[src/rtl/uart_rx_fifo_param.sv]
// UART receiver with an integrated circular receive FIFO.
// Serial input is synchronized, frames are decoded by a small FSM whose bit
// timing comes from a down-counter, and each good word is pushed into the
// FIFO. Optional parity checking is enabled by defining UART_RX_PARITY_EN.
module uart_rx_fifo_param #(
    parameter int CLKS_PER_BIT = 16,
    parameter int DATA_WIDTH   = 8,
    parameter int DEPTH        = 16,
    parameter int AE_THRESH    = 1,
    parameter int AF_THRESH    = DEPTH - 1
`ifdef UART_RX_PARITY_EN
    ,
    parameter bit PARITY_ODD   = 1'b0
`endif
) (
    input  logic                       clk_in,
    input  logic                       rst,
    input  logic                       rx_en,
    input  logic                       rx_serial_data,
    input  logic                       rd_en,
    input  logic                       err_clr,
    output logic [DATA_WIDTH-1:0]      dout,
    output logic                       empty,
    output logic                       almost_empty,
    output logic                       full,
    output logic                       almost_full,
    output logic [$clog2(DEPTH):0]     data_count,
    output logic                       frame_err,
    output logic                       overflow,
    output logic                       parity_err
);
    localparam int AW = $clog2(DEPTH);
    localparam int CW = AW + 1;
    localparam int TW = $clog2(CLKS_PER_BIT);
    localparam int BW = $clog2(DATA_WIDTH);
    localparam logic [TW-1:0] HALF_M1  = TW'(CLKS_PER_BIT / 2 - 1);
    localparam logic [TW-1:0] FULL_M1  = TW'(CLKS_PER_BIT - 1);
    localparam logic [BW-1:0] LAST_BIT = BW'(DATA_WIDTH - 1);
    localparam logic [CW-1:0] DEPTH_C  = CW'(DEPTH);
    localparam logic [CW-1:0] AE_C     = CW'(AE_THRESH);
    localparam logic [CW-1:0] AF_C     = CW'(AF_THRESH);

    typedef enum logic [2:0] {
        S_IDLE,
        S_START,
        S_DATA,
`ifdef UART_RX_PARITY_EN
        S_PARITY,
`endif
        S_STOP
    } state_t;

    state_t                  state_q, state_d;
    logic                    sync1_q, sync2_q, prev_q;
    logic [TW-1:0]           tmr_q, tmr_d;
    logic [BW-1:0]           bit_q, bit_d;
    logic [DATA_WIDTH-1:0]   shift_q, shift_d;
    logic                    wr_q, wr_d;
    logic                    frame_set;
    logic [DATA_WIDTH-1:0]   mem_q [DEPTH];
    logic [DATA_WIDTH-1:0]   mem_d [DEPTH];
    logic [AW-1:0]           wr_ptr_q, wr_ptr_d, rd_ptr_q, rd_ptr_d;
    logic [CW-1:0]           count_q, count_d;
    logic [DATA_WIDTH-1:0]   dout_q, dout_d;
    logic                    empty_q, empty_d, ae_q, ae_d, full_q, full_d, af_q, af_d;
    logic                    frame_err_q, frame_err_d, overflow_q, overflow_d;
    logic                    rd_ok, wr_ok, fall, tick;
`ifdef UART_RX_PARITY_EN
    logic                    par_bad_q, par_bad_d, par_set, parity_err_q, parity_err_d;
`endif

    assign fall = prev_q & ~sync2_q;
    assign tick = (tmr_q == '0);

    // Frame decoder: next state, bit timer, shift register and write request.
    always_comb begin
        state_d   = state_q;
        tmr_d     = (tmr_q != '0) ? tmr_q - 1'b1 : tmr_q;
        bit_d     = bit_q;
        shift_d   = shift_q;
        wr_d      = 1'b0;
        frame_set = 1'b0;
`ifdef UART_RX_PARITY_EN
        par_bad_d = par_bad_q;
        par_set   = 1'b0;
`endif
        case (state_q)
            S_IDLE: begin
                if (fall) begin
                    state_d = S_START;
                    tmr_d   = HALF_M1;
                    bit_d   = '0;
`ifdef UART_RX_PARITY_EN
                    par_bad_d = 1'b0;
`endif
                end
            end
            S_START: begin
                if (tick) begin
                    // A high line at mid start bit is a glitch, not a frame.
                    if (sync2_q) begin
                        state_d = S_IDLE;
                    end else begin
                        state_d = S_DATA;
                        tmr_d   = FULL_M1;
                    end
                end
            end
            S_DATA: begin
                if (tick) begin
                    shift_d = {sync2_q, shift_q[DATA_WIDTH-1:1]};
                    tmr_d   = FULL_M1;
                    if (bit_q == LAST_BIT) begin
`ifdef UART_RX_PARITY_EN
                        state_d = S_PARITY;
`else
                        state_d = S_STOP;
`endif
                    end else begin
                        bit_d = bit_q + 1'b1;
                    end
                end
            end
`ifdef UART_RX_PARITY_EN
            S_PARITY: begin
                if (tick) begin
                    state_d = S_STOP;
                    tmr_d   = FULL_M1;
                    if (((^shift_q) ^ sync2_q) != PARITY_ODD) begin
                        par_bad_d = 1'b1;
                        par_set   = 1'b1;
                    end
                end
            end
`endif
            S_STOP: begin
                if (tick) begin
                    state_d = S_IDLE;
                    if (sync2_q) begin
`ifdef UART_RX_PARITY_EN
                        wr_d = ~par_bad_q;
`else
                        wr_d = 1'b1;
`endif
                    end else begin
                        frame_set = 1'b1;
                    end
                end
            end
            default: state_d = S_IDLE;
        endcase
        // Disabling the receiver silently abandons any frame in flight.
        if (!rx_en) begin
            state_d   = S_IDLE;
            wr_d      = 1'b0;
            frame_set = 1'b0;
`ifdef UART_RX_PARITY_EN
            par_set   = 1'b0;
`endif
        end
    end

    // FIFO bookkeeping, registered status flags and sticky error flags.
    always_comb begin
        rd_ok    = rd_en & ~empty_q;
        wr_ok    = wr_q & (~full_q | rd_ok);
        mem_d    = mem_q;
        wr_ptr_d = wr_ptr_q;
        rd_ptr_d = rd_ptr_q;
        dout_d   = dout_q;
        if (wr_ok) begin
            mem_d[wr_ptr_q] = shift_q;
            wr_ptr_d        = wr_ptr_q + 1'b1;
        end
        if (rd_ok) begin
            dout_d   = mem_q[rd_ptr_q];
            rd_ptr_d = rd_ptr_q + 1'b1;
        end
        count_d     = count_q + CW'(wr_ok) - CW'(rd_ok);
        empty_d     = (count_d == '0);
        full_d      = (count_d == DEPTH_C);
        ae_d        = (count_d <= AE_C);
        af_d        = (count_d >= AF_C);
        frame_err_d = err_clr ? 1'b0 : (frame_err_q | frame_set);
        overflow_d  = err_clr ? 1'b0 : (overflow_q | (wr_q & full_q & ~rd_ok));
`ifdef UART_RX_PARITY_EN
        parity_err_d = err_clr ? 1'b0 : (parity_err_q | par_set);
`endif
    end

    // All state registers; reset clears the FIFO and drops any frame.
    always_ff @(posedge clk_in or posedge rst) begin
        if (rst) begin
            sync1_q     <= 1'b1;
            sync2_q     <= 1'b1;
            prev_q      <= 1'b1;
            state_q     <= S_IDLE;
            tmr_q       <= '0;
            bit_q       <= '0;
            shift_q     <= '0;
            wr_q        <= 1'b0;
            mem_q       <= '{default: '0};
            wr_ptr_q    <= '0;
            rd_ptr_q    <= '0;
            count_q     <= '0;
            dout_q      <= '0;
            empty_q     <= 1'b1;
            ae_q        <= 1'b1;
            full_q      <= 1'b0;
            af_q        <= 1'b0;
            frame_err_q <= 1'b0;
            overflow_q  <= 1'b0;
`ifdef UART_RX_PARITY_EN
            par_bad_q    <= 1'b0;
            parity_err_q <= 1'b0;
`endif
        end else begin
            sync1_q     <= rx_serial_data;
            sync2_q     <= sync1_q;
            prev_q      <= sync2_q;
            state_q     <= state_d;
            tmr_q       <= tmr_d;
            bit_q       <= bit_d;
            shift_q     <= shift_d;
            wr_q        <= wr_d;
            mem_q       <= mem_d;
            wr_ptr_q    <= wr_ptr_d;
            rd_ptr_q    <= rd_ptr_d;
            count_q     <= count_d;
            dout_q      <= dout_d;
            empty_q     <= empty_d;
            ae_q        <= ae_d;
            full_q      <= full_d;
            af_q        <= af_d;
            frame_err_q <= frame_err_d;
            overflow_q  <= overflow_d;
`ifdef UART_RX_PARITY_EN
            par_bad_q    <= par_bad_d;
            parity_err_q <= parity_err_d;
`endif
        end
    end

    assign dout         = dout_q;
    assign empty        = empty_q;
    assign almost_empty = ae_q;
    assign full         = full_q;
    assign almost_full  = af_q;
    assign data_count   = count_q;
    assign frame_err    = frame_err_q;
    assign overflow     = overflow_q;
`ifdef UART_RX_PARITY_EN
    assign parity_err   = parity_err_q;
`else
    assign parity_err   = 1'b0;
`endif

endmodule

[config.mk]
export PLATFORM = sky130hd
export DESIGN_NAME = uart_rx_fifo_param
export DESIGN_NICKNAME = d
export VERILOG_FILES = /design/src/rtl/uart_rx_fifo_param.sv
export SDC_FILE = /design/constraint.sdc
export NUM_CORES = 1
export LEC_CHECK = 0
export CAP_MARGIN = 30
export CORE_AREA = 2 2 148 150
export DETAILED_ROUTE_END_ITERATION = 7
export DIE_AREA = 0 0 150 152
export PLACE_DENSITY = 0.65
export SLEW_MARGIN = 20
export SYNTH_ARGS = -nofsm -noshare
export SYNTH_HDL_FRONTEND = slang
export SYNTH_SLANG_ARGS = --single-unit
[constraint.sdc]
create_clock -name clk_in -period 7.1 [get_ports clk_in]
set_input_delay 1.065 -clock clk_in [delete_from_list [all_inputs] [get_ports clk_in]]
set_output_delay 1.065 -clock clk_in [all_outputs]
set_load 0.03 [all_outputs]
# Yosys cells after proc, flatten, opt, wreduce, memory -nomap -nowiden

Index checks and enable logic that the tools add are counted.

Bits in registers: 177
Bits of input ports: 6
Output and inout bits: 20
Logic and storage cells: 115

Add/subtract/negate cells: 6
$lt $le $gt $ge: 5
Equal/unequal tests: 13
Mux-type cells: 34
Bitwise logic cells: 14
Reductions and logical operators: 9

Operator list:

| operator                                                       | count |
|---|---|
| bitwise mux 128 bit                                            | 1 |
| binary-select mux 8 bit (select 4 bit)                         | 1 |
| demux 8 bit (select 4 bit)                                     | 1 |
| two-way mux 3 bit                                              | 9 |
| two-way mux 8 bit                                              | 3 |
| two-way mux 4 bit                                              | 5 |
| != test 3 bit, second input constant                           | 5 |
| one-hot mux 3 bit (4 select lines)                             | 1 |
| one-hot mux 4 bit (3 select lines)                             | 1 |
| >= comparator 5 bit, second input constant                     | 2 |
| two-way mux 1 bit                                              | 10 |
| NOT 4 -> 5 bit                                                 | 2 |
| adder 4 x 1 -> 4 bit, second input constant                    | 2 |
| == test 3 x 2 -> 1 bit, second input constant                  | 2 |
| != test 2 bit, second input constant                           | 3 |
| one-hot mux 3 bit (2 select lines)                             | 1 |
| adder 5 x 1 -> 5 bit                                           | 1 |
| bitwise AND 1 bit                                              | 5 |
| == test 5 bit, second input constant                           | 1 |
| >= comparator 5 x 4 -> 1 bit, second input constant            | 1 |
| less-or-equal comparator 5 x 1 -> 1 bit, second input constant | 1 |
| logical NOT 5 bit                                              | 1 |
| < comparator 5 x 1 -> 1 bit, second input constant             | 1 |
| AND reduction 5 bit                                            | 1 |
| 15 further kinds                                               | 20 |

# Logic depth before layout (Yosys ltp)

Depth in word-level cells: 7
Depth in mapped cells: 12
Mapped depth without buffers: 11

# Least setup slack after synthesis

Ideal clock, no wire load.

Path kind: input -> register
From: input port rd_en
To: register full_q, in the netlist full
Setup time: 0.080 ns
Arrival time: 3.221 ns
Data required time: 7.020 ns
Slack: 3.799 ns
Stages on the path: 11
Buffers on the path: 1
Path through: nand2b_4 -> a21boi_4 -> clkbuf_8 -> inv_1 -> ha_1 -> inv_1 -> ha_1 -> fa_1 -> xor2_1 -> or3_1 -> nor3b_2

Word-level cells in the longest chain between the ends: 6

RTL lines:

| element                     | line | source |
|---|---|---|
| start: declaration          | 20   | `input logic rd_en,` |
| bitwise AND 1 bit *         | 165  | `rd_ok = rd_en & ~empty_q;` |
| bitwise OR 1 bit            | 166  | `wr_ok = wr_q & (~full_q \| rd_ok);` |
| bitwise AND 1 bit           | 166  |  |
| adder 5 x 1 -> 5 bit        | 179  | `count_d = count_q + CW'(wr_ok) - CW'(rd_ok);` |
| subtractor 5 x 1 -> 5 bit * | 179  |  |
| net count_d[2]              | 63   | `logic [CW-1:0] count_q, count_d;` |
| == test 5 bit *             | 181  | `full_d = (count_d == DEPTH_C);` |
| net full_d                  | 65   | `logic empty_q, empty_d, ae_q, ae_d, full_q, full_d, af_q, af_d;` |
| end signal: assignment      | 233  | `full_q <= full_d;` |
| end: declaration            | 65   |  |

The timed path passes the listed nets; every way through them passes the cells marked *.
A chain may end at the register's enable or synchronous reset.

# Final worst setup path

From: input port rd_en
To: register empty_q, in the netlist empty

Word-level cells in the longest chain between the ends: 6

RTL lines:

| element                     | line | source |
|---|---|---|
| bitwise AND 1 bit *         | 165  |  |
| bitwise OR 1 bit            | 166  |  |
| bitwise AND 1 bit           | 166  |  |
| adder 5 x 1 -> 5 bit        | 179  |  |
| subtractor 5 x 1 -> 5 bit * | 179  |  |
| net count_d[2]              | 63   |  |
| logical NOT 5 bit *         | 180  | `empty_d = (count_d == '0);` |
| net empty_d                 | 65   |  |
| end signal: assignment      | 231  | `empty_q <= empty_d;` |
| end: declaration            | 65   |  |

Marked as above.

==> flow_metrics.env <==
export IMPL_relSlewSlack=0.4735
export IMPL_crit_path_max_fanout=13
export IMPL_crit_reg2reg_launch="empty"
export IMPL_reg2reg_slack_ns=3.87
export IMPL_period_needed_ns=3.925
export IMPL_tritoncts="built"
export IMPL_status="completed"
export IMPL_holdPathStages=0
export IMPL_synth_cell_types=49
export IMPL_cts_clk_slew_worst_paths_ns=0.07
export IMPL_wirelength_um=17720
export IMPL_clk_path_buf_depth=2
export IMPL_dieWidth_um=150
export IMPL_cp_end_kind="flop"
export IMPL_cap_violations=0
export IMPL_place_area_mm2=0.008788
export IMPL_wire_per_inst_um=18.85
export IMPL_antenna_found_initial=0
export IMPL_grt_max_degree=108
export IMPL_hold_end="sync2_q"
export IMPL_setup_viol=0
export IMPL_fin_crit_sh=0.5528
export IMPL_cts_buffers=17
export IMPL_grt_first_pass_wirelength_um=28970
export IMPL_drc_errors=0
export IMPL_cp_start_kind="input port"
export IMPL_multi_input_area_mm2=0.003657
export IMPL_htreeDepth=4
export IMPL_cts_resized=0
export IMPL_via_per_inst=5.329
export IMPL_rows=54
export IMPL_drv_slew=0
export IMPL_initial_core_util=0.3897
export IMPL_r2r_cells=10
export IMPL_track_usage=0.1649
export IMPL_cp_slowest_stage_delay_ns=0.65
export IMPL_synth_top_area_cell="dfrtp_1"
export IMPL_p_leak_nw=4.531
export IMPL_synth_area_mm2=0.008319
export IMPL_postLayoutCellArea_mm2=0.009440
export IMPL_critPathKind="input port to flop"
export IMPL_first_iter_violations=273
export IMPL_yosys_top_cells_count="dfrtp_1 (171), mux2_2 (134), mux2i_1 (64)"
export IMPL_cellPowerDensity_mw_per_mm2=319.7
export IMPL_overflow=0
export IMPL_cts_hold_buf=0
export IMPL_die_h_um=152
export IMPL_placed_cells=906
export IMPL_path_buf_inv=3
export IMPL_ys_seq_elements=176
export IMPL_fmax_mhz=254.8
export IMPL_grt_pass1_vias=5277
export IMPL_core_area_mm2=0.02135
export IMPL_cp_cell_sequence="clkdlybuf4s50_1 -> nand2b_4 -> a21boi_4 -> inv_1 -> ha_1 -> inv_1 -> ha_1 -> fa_1 -> xor2_1 -> or3_1 -> nor3_1"
export IMPL_ir_worst_vdd_mv=0.1467
export IMPL_tightestPinTransition_ns=0.7897
export IMPL_required_ns=7.45
export IMPL_diodes=0
export IMPL_rr_endpoint="empty"
export IMPL_slowest_stage="a21boi_4"
export IMPL_crit_family="adder cells"
export IMPL_fin_util=0.4422
export IMPL_yosysMostFrequentCell="dfrtp_1"
export IMPL_dieArea_mm2=0.02280
export IMPL_regArea_mm2=0.004414
export IMPL_timing_hold_violations_final=0
export IMPL_nFillCells=1921
export IMPL_cts_root_buffer="clkbuf_16"
export IMPL_synthTopCellsByArea="dfrtp_1 (51%), mux2_2 (18%), mux2i_1 (7.7%)"
export IMPL_dr_total_vias=5009
export IMPL_final_nets=668
export IMPL_ant_nets=0
export IMPL_synth_seq_area_share=0.5302
export IMPL_drive_gt1_frac=0.3076
export IMPL_grt_setup_unrepaired="false"
export IMPL_finalSetupTns_ns=0
export IMPL_synth_edf_count=0
export IMPL_synthArstFlopShare=1.000
export IMPL_stdcell_count=940
export IMPL_fin_skew_ns=0.01120
export IMPL_synth_flop_cell="dfrtp_1"
export IMPL_hp_class="flop to flop"
export IMPL_syn_area_per_cell_um2=13.18
export IMPL_synth_cells=631
export IMPL_arrival_ns=4.27
export IMPL_postCtsSetupRepairBufs=0
export IMPL_cts_sinks=176
export IMPL_hp_start="sync1_q"
export IMPL_areaGrowthSynthToFinish_pct=13.48
export IMPL_ys_warn_count=0
export IMPL_io_pins=26
export IMPL_io_buffers=24
export IMPL_first_pass_iters=4
export IMPL_synth_top_area_frac=0.5144
export IMPL_syn_nets=652
export IMPL_insertion_delay_ns=0.43
export IMPL_hpwl_um=11570
export IMPL_gp_congestion=0.8247
## stage by stage
stage	setup slack, ns	hold WS (ns)	power [mW]
5_1_grt	3.027	0.3683	3.181
3_5_place_dp	2.718	0.3503	2.087
6_report	3.175	0.3600	3.019
4_1_cts	3.177	0.3607	3.038
3_3_place_gp	2.526	0.3472	2.051
2_1_floorplan	1.270	0.3452	1.802
## per-layer routing
layer | GRT usage | vias up | wire length, um
met3 | 0.03333 | 21 | 490
met1 | 0.2250 | 2621 | 8211
met5 | 0 | - | 0
met2 | 0.2629 | 69 | 8776
met4 | 0.05481 | 0 | 237
li1 | - | 2298 | -
## worst max path at each step
stage | startpoint | end | slack [ns] | depth (start not counted)
2_1_floorplan | rst | almost_full | 1.27 | 1
3_3_place_gp | rd_en | full | 2.53 | 11
3_5_place_dp | rd_en | empty | 2.72 | 11
4_1_cts | rd_en | empty | 3.18 | 11
5_1_grt | rd_en | full | 3.03 | 12
6_report | rd_en | empty | 3.18 | 11
## cells in the final DEF, fill, tap and decap left out, drive strengths merged, types with 11 or more instances in the layout
cell             n
a21oi           23
clkdlybuf4s50   24
mux2i           64
nand2           40
a22oi           18
clkbuf          21
nor2            11
dfrtp          171
inv             19
nand3           37
mux2           137
ha              14
## final cells by class
cell class                 instances  share of cell area
inverter                          15            0.006494
multi-input combinational        405              0.3874
timing repair buffer              32             0.03817
tap                              280             0.03711
clock inverter                    11             0.01339
sequential                       176              0.4676
clock buffer                      21             0.04983
## sequential cells by signal, indices dropped and copies added, names as in the netlist
register      cells
empty             1
shift_q           8
wr_q              1
data_count        5
state_q           2
full              1
overflow          1
almost_empty      1
prev_q            1
sync2_q           1
sync1_q           1
bit_q             3
tmr_q             4
wr_ptr_q          4
mem_q           128
frame_err         1
dout              8
rd_ptr_q          4
almost_full       1
## kinds of logic (layout without fill, tap and decap cells)
group / after synthesis / count (layout) / share of synthesized area
buffers and inverters: 50 / 79 / 0.03023
multiplexers: 201 / 201 / 0.2624
AND/OR/NAND/NOR: 115 / 115 / 0.09249
XOR/XNOR: 11 / 11 / 0.01158
AO/OA/AOI/OAI: 62 / 62 / 0.04918
other: 1 / 1 / 0.0004508
flip-flops: 176 / 176 / 0.5302
adder cells (fa/ha/maj): 15 / 15 / 0.02346
## power breakdown
part	switching [mW]	internal [mW]	total, mW
Sequential	0.109	1.08	1.19
Clock	0.395	0.550	0.945
Combinational	0.524	0.359	0.884
Total	1.03	1.99	3.02
Note: power is estimated with default switching activity, not from simulation.
